### src/rtl/imem_prog_loader.sv
// UART-framed program loader: parses SYNC/LEN/DATA/CHECKSUM frames into 32-bit instruction
// memory writes and holds fetch in program mode until the image checksum verifies.
module imem_prog_loader #(
    parameter logic [7:0] SYNC_BYTE      = 8'hA5,
    parameter int         MAX_WORDS      = 1024,
    parameter int         TIMEOUT_CYCLES = 1000000
) (
    input  logic        clk,
    input  logic        Rst,
    input  logic        prog_req,
    input  logic        rx_valid,
    input  logic [7:0]  rx_data,
    output logic        memcon_prog_ena,
    output logic [3:0]  imem_we,
    output logic [31:0] imem_addr,
    output logic [31:0] imem_din,
    output logic        prog_done,
    output logic        prog_err,
    output logic [1:0]  err_code,
    output logic [15:0] words_loaded
);
    localparam int            TW       = $clog2(TIMEOUT_CYCLES + 1);
    localparam logic [TW-1:0] TMO_LAST = TW'(TIMEOUT_CYCLES - 1);

    typedef enum logic [2:0] {
        S_IDLE, S_SYNC, S_LEN_LO, S_LEN_HI, S_DATA, S_CHECK, S_DONE, S_ERR
    } state_t;

    state_t        state, next_state;
    logic [7:0]    len_lo;
    logic [15:0]   word_count;
    logic [15:0]   word_idx;
    logic [1:0]    byte_idx;
    logic [31:0]   word_buf;
    logic [7:0]    checksum;
    logic [TW-1:0] tmo_cnt;

    logic [15:0]   len_full;
    logic [31:0]   shifted_word;
    logic          counting;
    logic          timed_out;
    logic          start_load;
    logic          last_word;

    always_comb begin
        len_full     = {rx_data, len_lo};
        shifted_word = {rx_data, word_buf[31:8]};
        counting     = (state == S_SYNC) || (state == S_LEN_LO) || (state == S_LEN_HI) ||
                       (state == S_DATA) || (state == S_CHECK);
        // An arriving byte always beats a timeout landing in the same cycle.
        timed_out    = counting && !rx_valid && (tmo_cnt == TMO_LAST);
        start_load   = prog_req && ((state == S_IDLE) || (state == S_ERR));
        last_word    = (word_idx == word_count - 16'd1);
        next_state   = state;
        case (state)
            S_IDLE:   if (prog_req) next_state = S_SYNC;
            S_SYNC:   if (rx_valid && rx_data == SYNC_BYTE) next_state = S_LEN_LO;
            S_LEN_LO: if (rx_valid) next_state = S_LEN_HI;
            S_LEN_HI: begin
                if (rx_valid) begin
                    if ({16'd0, len_full} > $unsigned(MAX_WORDS)) next_state = S_ERR;
                    else if (len_full == 16'd0)                   next_state = S_CHECK;
                    else                                          next_state = S_DATA;
                end
            end
            S_DATA:   if (rx_valid && byte_idx == 2'd3 && last_word) next_state = S_CHECK;
            S_CHECK:  if (rx_valid) next_state = (rx_data == checksum) ? S_DONE : S_ERR;
            S_DONE:   next_state = S_IDLE;
            S_ERR:    if (prog_req) next_state = S_SYNC;
            default:  next_state = S_IDLE;
        endcase
        if (timed_out) next_state = S_ERR;
    end

    always_ff @(posedge clk) begin
        if (Rst) state <= S_IDLE;
        else     state <= next_state;
    end

    // Datapath and registered outputs; the write for a word is issued the cycle after its 4th byte.
    always_ff @(posedge clk) begin
        if (Rst) begin
            memcon_prog_ena <= 1'b0;
            imem_we         <= 4'h0;
            imem_addr       <= 32'd0;
            imem_din        <= 32'd0;
            prog_done       <= 1'b0;
            prog_err        <= 1'b0;
            err_code        <= 2'b00;
            words_loaded    <= 16'd0;
            len_lo          <= 8'd0;
            word_count      <= 16'd0;
            word_idx        <= 16'd0;
            byte_idx        <= 2'd0;
            word_buf        <= 32'd0;
            checksum        <= 8'd0;
            tmo_cnt         <= '0;
        end else begin
            imem_we   <= 4'h0;
            prog_done <= 1'b0;

            if (!counting || rx_valid || next_state != state) tmo_cnt <= '0;
            else                                              tmo_cnt <= tmo_cnt + TW'(1);

            if (start_load) begin
                memcon_prog_ena <= 1'b1;
                prog_err        <= 1'b0;
                err_code        <= 2'b00;
                words_loaded    <= 16'd0;
                checksum        <= 8'd0;
                byte_idx        <= 2'd0;
                word_idx        <= 16'd0;
                word_count      <= 16'd0;
            end

            case (state)
                S_LEN_LO: if (rx_valid) len_lo <= rx_data;
                S_LEN_HI: begin
                    if (rx_valid) begin
                        word_count <= len_full;
                        if ({16'd0, len_full} > $unsigned(MAX_WORDS)) begin
                            prog_err <= 1'b1;
                            err_code <= 2'b01;
                        end
                    end
                end
                S_DATA: begin
                    if (rx_valid) begin
                        word_buf <= shifted_word;
                        checksum <= checksum + rx_data;
                        byte_idx <= byte_idx + 2'd1;
                        if (byte_idx == 2'd3) begin
                            imem_we      <= 4'hF;
                            imem_addr    <= {14'd0, word_idx, 2'b00};
                            imem_din     <= shifted_word;
                            words_loaded <= words_loaded + 16'd1;
                            word_idx     <= word_idx + 16'd1;
                        end
                    end
                end
                S_CHECK: begin
                    if (rx_valid) begin
                        if (rx_data == checksum) begin
                            prog_done       <= 1'b1;
                            memcon_prog_ena <= 1'b0;
                        end else begin
                            prog_err <= 1'b1;
                            err_code <= 2'b11;
                        end
                    end
                end
                default: ;
            endcase

            if (timed_out) begin
                prog_err <= 1'b1;
                err_code <= 2'b10;
            end
        end
    end
endmodule

### config.mk
export PLATFORM = sky130hd
export DESIGN_NAME = imem_prog_loader
export DESIGN_NICKNAME = d
export VERILOG_FILES = /design/src/rtl/imem_prog_loader.sv
export SDC_FILE = /design/constraint.sdc
export NUM_CORES = 1
export LEC_CHECK = 0
export CAP_MARGIN = 10
export CORE_MARGIN = 2
export CORE_UTILIZATION = 43
export DETAILED_ROUTE_END_ITERATION = 10
export PLACE_DENSITY = 0.66
export SLEW_MARGIN = 30
export SYNTH_ARGS = -nofsm -noshare
export SYNTH_HDL_FRONTEND = slang
export SYNTH_SLANG_ARGS = --single-unit
### constraint.sdc
create_clock -name clk -period 2.6 [get_ports clk]
set_input_delay 0.52 -clock clk [delete_from_list [all_inputs] [get_ports clk]]
set_output_delay 0.52 -clock clk [all_outputs]
set_load 0.1 [all_outputs]
---- Word-level counts from Yosys, hierarchy flattened ----
Cells that the tools add are included.
storage, ports and cells
  bits in registers ....................... 178
  bits in latches ......................... 0
  bits in writable memories ............... 0
  ROM bits ................................ 0
  input port bits ......................... 12
  word-level logic and storage cells ...... 113
  memories kept ........................... 0
operators by class
  add/subtract/negate cells ............... 6
  multiply operators ...................... 0
  divide/modulo/power cells ............... 0
  $lt $le $gt $ge ......................... 1
  equal/unequal tests ..................... 13
  shift operators ......................... 0
  multiplexer cells ....................... 48
  bitwise logic cells ..................... 3
  reduce and logical (&&, ||, !) cells .... 25
operators by type and width
  cell                   count
  $mux 16                11
  $add 16x1->16 const B  2
  $mux 8                 3
  $mux 3                 7
  $pmux 3 s7             1
  $add 20x1->20 const B  1
  $eq 20x20->1 const B   1
  $mux 2                 10
  $eq 16x16->1           1
  $gt 16x11->1 const B   1
  $logic_not 16->1       1
  $sub 16x1->16 const B  1
  $mux 1                 13
  $eq 3x3->1 const B     4
  $add 8x8->8            1
  $eq 8x8->1             1
  $eq 8x8->1 const B     1
  $logic_or 1x1->1       7
  $eq 3x2->1 const B     2
  $logic_and 1x1->1      6
  $reduce_or 2->1        3
  $reduce_or 3->1        2
  $mux 4                 1
  $pmux 2 s2             1
  other kinds (10)       14

---- Depth between registers and ports, before layout ----
Gate-level depths: netlist (run 1).
  depth after elaboration ................. 11
  depth in mapped cells ................... 9
  depth with buffers taken out ............ 9

---- Worst setup path after synthesis (run 1) ----
Ideal clock, no wire load.
  kind .................................... reg2reg
  start point ............................. register words_loaded[2]
  end point ............................... register words_loaded[15]
  setup time .............................. 0.070 ns
  arrival ................................. 2.376 ns
  path slack .............................. 0.153 ns
  cell stages (with the launch flop) ...... 8
  buffers on the path ..................... 1
  cells stage by stage .................... dfxtp_1 > and3_1 > and3_1 > and4_1 > clkbuf_1 > nand4_1 > or2_2 > a21oi_1
on the way
  longest elaborated chain between the ends .. 4
RTL lines
  what                      RTL line  source
  start: declaration        20        output logic [15:0] words_loaded
  start signal: assignment  136       words_loaded <= words_loaded + 16'd1;
  $add 16x1->16             136
  $mux 16                   132       if (byte_idx == 2'd3) begin
  $mux 16                   128       if (rx_valid) begin
  $mux 16                   116       case (state)
No other way between the ends.
A chain may end at the register's enable or synchronous reset.

---- Final worst setup path (run 1) ----
  start point ............................. input port rx_data[0]
  end point ............................... register checksum[6]
on the way
  longest elaborated chain between the ends .. 3
RTL lines
  what                    RTL line  source
  start: declaration      12        input logic [7:0] rx_data,
  $add 8x8->8             130       checksum <= checksum + rx_data;
  $mux 8                  128
  $mux 8                  116
  end signal: assignment  130
  end: declaration        35        logic [7:0] checksum;
No other way between the ends.

==> impl_metrics.py, run 1 <==
metrics = {
    "timing": {
        "finalHoldViolations": 0,
        "tightest_slew_ns": 0.7299,
        "max-slew-margin-rel": 0.5134,
        "finalClockSkew_ns": 0.01464,
        "tns_ns": 0,
        "post-route-period-util": 0.9039,
        "finalCriticalPeriod_ns": 2.350,
        "timing.fmax_ghz": 0.4255,
        "maxSlewViolCount": 0,
        "setup_viol": 0,
        "rsz0062_at_grt": "false",
    },
    "placement": {
        "port_buffers": 84,
        "place_congestion": 0.8552,
        "placedCellCount": 1240,
        "dp_hpwl_um": 12640,
    },
    "clock_tree": {
        "path_clk_slew_ns": 0.06,
        "ctsHtreeMaxLevel": 4,
        "cts.path.max_buffers": 2,
        "cts-buffers-inserted": 17,
        "cts-root-buf": "clkbuf_16",
        "clock_sinks": 167,
        "tritoncts": "built",
        "worstSkewPairLatency_ns": 0.43,
    },
    "global_route": {
        "grt_max_degree": 71,
        "groute.usage.overall": 0.1988,
        "grt_overflow_total": 0,
        "grt_pass1_vias": 5925,
        "grt_pass1_wl_um": 29640,
        "antenna_found_initial": 0,
    },
    "drt": {
        "drc": 0,
        "wire_per_inst_um": 14.31,
        "first_pass_iters": 5,
        "drt_iter0_drc": 374,
        "vias": 6665,
        "ant_nets": 0,
        "post_drt_via_cell_ratio": 5.240,
        "routed_wl_um": 18200,
    },
    "yosys": {
        "syn_inst": 946,
        "yosysWarningCount": 0,
        "async_flop_share": 0,
        "synth-main-ff-cell": "dfxtp_1",
        "synth_cell_type_count": 62,
        "synth-edff-count": 0,
        "ys_ff_latch": 167,
        "syn_area_um2": 7531,
        "ys_seq_area_frac": 0.4439,
        "avgSynthCellArea_um2": 7.961,
    },
    "floorplan": {
        "io_pins": 101,
        "fp.coreArea_um2": 17240,
        "dieArea_um2": 18590,
        "start_util": 0.4369,
        "die_x_um": 136.3,
        "rows": 48,
        "dieHeight_um": 136.3,
    },
    "critical_path": {
        "path_class": "input pin to flop",
        "cp-end-kind": "flop",
        "cp_data_required_time_ns": 2.97,
        "path_max_fanout": 2,
        "cp.arrival_ns": 2.72,
        "worstSetupStartpointType": "input pin",
    },
    "cells_and_area": {
        "diodes": 0,
        "finalNetCount": 1059,
        "final_common_cell": "nand2_1",
        "instances_no_fill": 1272,
        "areaGrowthSynthToFinish_pct": 20.87,
        "final_cell_mix": "nand2_1, dfxtp_1, buf_4",
        "drive_gt1_frac": 0.1624,
    },
    "power_and_ir_drop": {
        "peakVddDrop_mv": 0.4731,
        "power.density_nw_per_um2": 573.4,
        "p_leak_uw": 0.003407,
    },
    "status": {
        "status": "complete, no violations",
    },
    "flow_run": {
        "drv_cap": 0,
    },
    "worst_hold_path": {
        "hp-class": "input pin to flop",
    },
}
per-stage QoR:
stage,util,worst slack [ns],power [uW],hold WS (ns),area [um^2]
final,0.5281,0.2498,5219,0.3612,9102
after global routing,0.5281,0.02103,5399,0.3520,9102
after CTS,0.5279,0.2728,5264,0.3523,9099
after detailed placement,0.4959,-0.1702,2918,0.4487,8548
after global placement,0.4959,-0.1032,2919,0.4423,8548
after floorplan,-,0.1531,2842,0.4297,7587
worst paths after layout:
path | start | to | slack [ns] | depth (start not counted)
max | rx_data[0] | checksum[6] | 0.25 | 10
min | Rst | prog_err | 0.36 | 2
max reg2reg | tmo_cnt[16] | tmo_cnt[15] | 0.28 | 6
min reg2reg | imem_addr[10] | imem_addr[10] | 0.45 | 2
cell type report:
type                       count  area (um^2)
clock buffer                  21        460.4
clock inverter                11        90.09
fill                        1641         8134
sequential                   167         3343
inverter                      17        63.81
multi-input combinational    698         3815
timing repair buffer         133         1049
tap                          225        281.5
kinds of logic (layout without fill, tap and decap cells):
family | count (synthesis) | count (layout) | synth area share
other | 1 | 16 | 0.0004979
AOI/OAI and AO/OA | 195 | 195 | 0.1553
DFF | 167 | 167 | 0.4439
xor gates and xnor gates | 45 | 45 | 0.05233
adders and majority gates | 13 | 13 | 0.02259
and+or+nand+nor | 424 | 424 | 0.2584
muxes | 5 | 5 | 0.006978
buffers and inverters | 96 | 182 | 0.05998
per-layer routing:
layer  part of all wire  track usage  up-vias
met5                  0            0        -
met4             0.0077      0.05208        0
met3              0.043      0.04623       13
met2               0.47       0.3208      117
met1               0.47       0.2678     3143
li1                   -            -     3392
power breakdown:
part / switching, uW / leakage, uW / total, uW / internal [uW]
logic: 225 / 0.00180 / 296 / 70.6
registers: 4.78 / 0.00134 / 2570 / 2560
clock network: 1070 / 0.000265 / 2360 / 1290
worst max-delay path, cell delays in order:
cell and delay [ns]:
clkdlybuf4s50_1 0.48, ha_1 0.18, inv_1 0.06, fa_1 0.37, nor2b_1 0.12, o21ai_0 0.09
a21boi_0 0.22, o21ai_0 0.15, a2111oi_1 0.38, nand3b_1 0.15
synthesized netlist by cell type (2+ instances only):
| cell | instances | area share |
|---|---|---|
| buf_6 | 2 | 0.0030 |
| xnor2_1 | 23 | 0.027 |
| o31ai_1 | 4 | 0.0040 |
| mux2_2 | 2 | 0.0030 |
| nand4b_1 | 2 | 0.0023 |
| mux2i_1 | 3 | 0.0040 |
| nand4_1 | 11 | 0.0091 |
| nor3_1 | 15 | 0.010 |
| a2111oi_0 | 2 | 0.0023 |
| o31a_1 | 3 | 0.0035 |
| or4_1 | 4 | 0.0040 |
| buf_4 | 19 | 0.019 |
| o211ai_1 | 7 | 0.0070 |
| nor2_1 | 75 | 0.037 |
| nand2_1 | 210 | 0.10 |
| nor3b_1 | 6 | 0.0060 |
| a31oi_1 | 6 | 0.0050 |
| a31o_2 | 2 | 0.0023 |
| a41o_1 | 2 | 0.0027 |
| a21oi_1 | 113 | 0.075 |
| nand2b_1 | 6 | 0.0050 |
| o21ai_0 | 23 | 0.015 |
| a22o_1 | 16 | 0.019 |
| inv_1 | 17 | 0.0085 |
| or2_2 | 4 | 0.0033 |
| nand3_1 | 34 | 0.023 |
| nor2b_1 | 5 | 0.0042 |
| and4_1 | 7 | 0.0081 |
| and3_1 | 17 | 0.014 |
| buf_2 | 4 | 0.0027 |
| o2bb2ai_1 | 2 | 0.0023 |
| clkbuf_1 | 53 | 0.026 |
| nand3b_1 | 5 | 0.0050 |
| ha_1 | 12 | 0.020 |
| xor2_1 | 22 | 0.026 |
| o21a_1 | 3 | 0.0030 |
| nor4_1 | 12 | 0.010 |
| dfxtp_1 | 167 | 0.44 |
| and2_1 | 3 | 0.0025 |
state kept, by name, summed over array words and instances, names as in the netlist, 3 cells and up:
register	cells
checksum	8
imem_din	32
len_lo	8
words_loaded	16
tmo_cnt	20
state	3
word_idx	16
word_count	16
word_buf	24
imem_addr	16
timing repair:
item | 4_1_cts | 5_1_grt
endpoints found under the setup margin | 0 | 1
gates resized for setup | 0 | 1
buffers inserted | 0 | 0
hold buffers | 0 | 0
Note: power is estimated with default switching activity, not from simulation.
==> inputs of run 2 (changes only) <==
--- a/config.mk
+++ b/config.mk
@@ -9,6 +9,7 @@
 export CORE_MARGIN = 2
 export CORE_UTILIZATION = 43
 export DETAILED_ROUTE_END_ITERATION = 10
+export HOLD_SLACK_MARGIN = 0.06
 export PLACE_DENSITY = 0.66
 export SLEW_MARGIN = 30
 export SYNTH_ARGS = -nofsm -noshare
==> results of run 2 <==
Same layout as run 1: the final DEF is identical, and so are final timing and power.
==> inputs of run 3 (changes only) <==
--- a/config.mk
+++ b/config.mk
@@ -9,6 +9,7 @@
 export CORE_MARGIN = 2
 export CORE_UTILIZATION = 43
 export DETAILED_ROUTE_END_ITERATION = 10
+export GPL_ROUTABILITY_DRIVEN = 0
 export HOLD_SLACK_MARGIN = 0.06
 export PLACE_DENSITY = 0.66
 export SLEW_MARGIN = 30
==> constraint.sdc (replaced) <==
create_clock -name clk -period 2.6 [get_ports clk]
set_input_delay 0.39 -clock clk [delete_from_list [all_inputs] [get_ports clk]]
set_output_delay 0.39 -clock clk [all_outputs]
set_load 0.1 [all_outputs]
==> impl_metrics.py, run 3 (synthesis gave the netlist of run 1 again) <==
metrics = {
    "status": {
        "status": "complete, no violations",
    },
    "global_route": {
        "grt_max_degree": 73,
        "grt_pass1_wl_um": 29640,
        "grt_overflow_total": 0,
        "antenna_found_initial": 0,
        "groute.usage.overall": 0.1996,
        "grt_pass1_vias": 5860,
    },
    "timing": {
        "post-route-period-util": 0.9165,
        "maxSlewViolCount": 0,
        "setup_viol": 0,
        "timing.fmax_ghz": 0.4197,
        "timing.final.ws_setup_ns": 0.2172,
        "rsz0062_at_grt": "false",
        "finalCriticalPeriod_ns": 2.383,
        "finalClockSkew_ns": 0.009660,
        "tns_ns": 0,
        "finalHoldViolations": 0,
        "max-slew-margin-rel": 0.4912,
        "tightest_slew_ns": 0.7631,
    },
    "critical_path": {
        "critPathLaunch": "state[2]",
        "cp.arrival_ns": 2.69,
        "timing.rr.start": "state[2]",
        "path_class": "flop to flop",
        "critPathCapture": "tmo_cnt[14]",
        "cp_data_required_time_ns": 2.91,
        "r2r_slack_ns": 0.22,
        "worstSetupStartpointType": "flop",
        "rr_worst_depth": 6,
        "cp-end-kind": "flop",
        "worstReg2RegEnd": "tmo_cnt[14]",
        "path_max_fanout": 20,
    },
    "floorplan": {
        "fp.coreArea_um2": 17240,
        "die_x_um": 136.3,
        "io_pins": 101,
        "dieArea_um2": 18590,
        "start_util": 0.4369,
        "rows": 48,
        "dieHeight_um": 136.3,
    },
    "clock_tree": {
        "path_clk_slew_ns": 0.07,
        "cts.path.max_buffers": 2,
        "worstSkewPairLatency_ns": 0.43,
        "ctsResizeCount": 0,
        "tritoncts": "built",
        "cts_hold_buf": 0,
        "cts-buffers-inserted": 17,
        "ctsHtreeMaxLevel": 4,
        "post_cts_buffers": 0,
        "clock_sinks": 167,
        "cts-root-buf": "clkbuf_16",
    },
    "power_and_ir_drop": {
        "p_switching_uw": 1404,
        "p_int_uw": 4003,
        "peakVddDrop_mv": 0.4660,
        "pwr-share-clk": 0.473,
        "power.density_nw_per_um2": 596.0,
        "seqPwrFrac": 0.474,
        "p_leak_uw": 0.003377,
        "combinationalPowerShare": 0.053,
        "p_sw_frac": 0.2597,
    },
    "placement": {
        "pre_cts_slack_ns": -0.02843,
        "dp_hpwl_um": 12590,
        "port_buffers": 84,
    },
    "cells_and_area": {
        "diodes": 0,
        "largest-register": "imem_din",
        "drive_gt1_frac": 0.1554,
        "finalNetCount": 1048,
        "final_common_cell": "nand2_1",
        "areaGrowthSynthToFinish_pct": 20.47,
        "final_cell_mix": "nand2_1, dfxtp_1, a21oi_1",
        "final_util": 0.5264,
        "largest_reg_flops": 32,
        "largestRegisters": "imem_din: 32 flops, word_buf: 24 flops, tmo_cnt: 20 flops",
    },
    "drt": {
        "drt_iter0_drc": 383,
        "first_pass_iters": 5,
        "routed_wl_um": 18280,
        "ant_nets": 0,
        "vias": 6607,
        "wire_per_inst_um": 14.50,
        "post_drt_via_cell_ratio": 5.239,
        "drc": 0,
    },
    "worst_hold_path": {
        "hp-class": "input pin to flop",
    },
    "flow_run": {
        "drv_cap": 0,
    },
}
-- run 3: cell count changes in the layout (fill, tap and decap cells not counted), moves of 2 or more --
cell	previous run	this run
buf_4	121	110
clkbuf_1	2	0
clkbuf_8	2	0
clkinv_8	0	2
inv_6	5	3
inv_8	0	5
-- run 3: final cells by class --
| type | instances | area (um^2) |
|---|---|---|
| fill | 1647 | 8164 |
| multi-input combinational | 698 | 3814 |
| sequential | 167 | 3343 |
| timing repair buffer | 122 | 965.9 |
| clock buffer | 17 | 425.4 |
| tap | 225 | 281.5 |
| clock inverter | 15 | 178.9 |
| inverter | 17 | 63.81 |
-- run 3: metal layers --
| metal | wire length (um) | GRT usage |
|---|---|---|
| met1 | 8714 | 0.2750 |
| met2 | 8670 | 0.3205 |
| met3 | 717 | 0.03766 |
| met4 | 179 | 0.05382 |
| met5 | 0 | 0 |
-- run 3: stage by stage --
| stage | instance area [um^2] | instances | power, uW | hold slack (ns) |
|---|---|---|---|---|
| 3_3_place_gp | 8466 | 1229 | 2909 | 0.4417 |
| 6_report | 9072 | 1261 | 5408 | 0.2338 |
| 3_5_place_dp | 8466 | 1229 | 2910 | 0.4479 |
| 2_1_floorplan | 7587 | 961 | 2842 | 0.4297 |
| 4_1_cts | 9070 | 1261 | 5448 | 0.2167 |
| 5_1_grt | 9072 | 1261 | 5589 | 0.2260 |
-- run 3: critical path, stage by stage (launching register included) --
cell     delay, ns
dfxtp_1       0.61
nor3_1        0.14
or3b_2        0.47
or4_1         0.55
a21oi_2       0.17
or4_4         0.26
nor2_1        0.07
-- run 3: worst min path at each step --
stage / slack (ns) / depth (start not counted) / to / from
finish: 0.23 / 2 / prog_err / Rst
global route: 0.23 / 2 / state[1] / Rst
CTS: 0.22 / 2 / prog_err / Rst
detailed placement: 0.45 / 2 / imem_din[3] / word_buf[11]
global placement: 0.44 / 1 / tmo_cnt[0] / tmo_cnt[0]
floorplan: 0.43 / 1 / tmo_cnt[0] / tmo_cnt[0]
-- run 3: power by group through the flow --
stage	combinational [uW]	sequential (uW)	clock [uW]
6_report	286	2560	2560
5_1_grt	305	2560	2720
2_1_floorplan	212	2630	0
4_1_cts	287	2560	2600
3_3_place_gp	285	2620	0
3_5_place_dp	286	2620	0
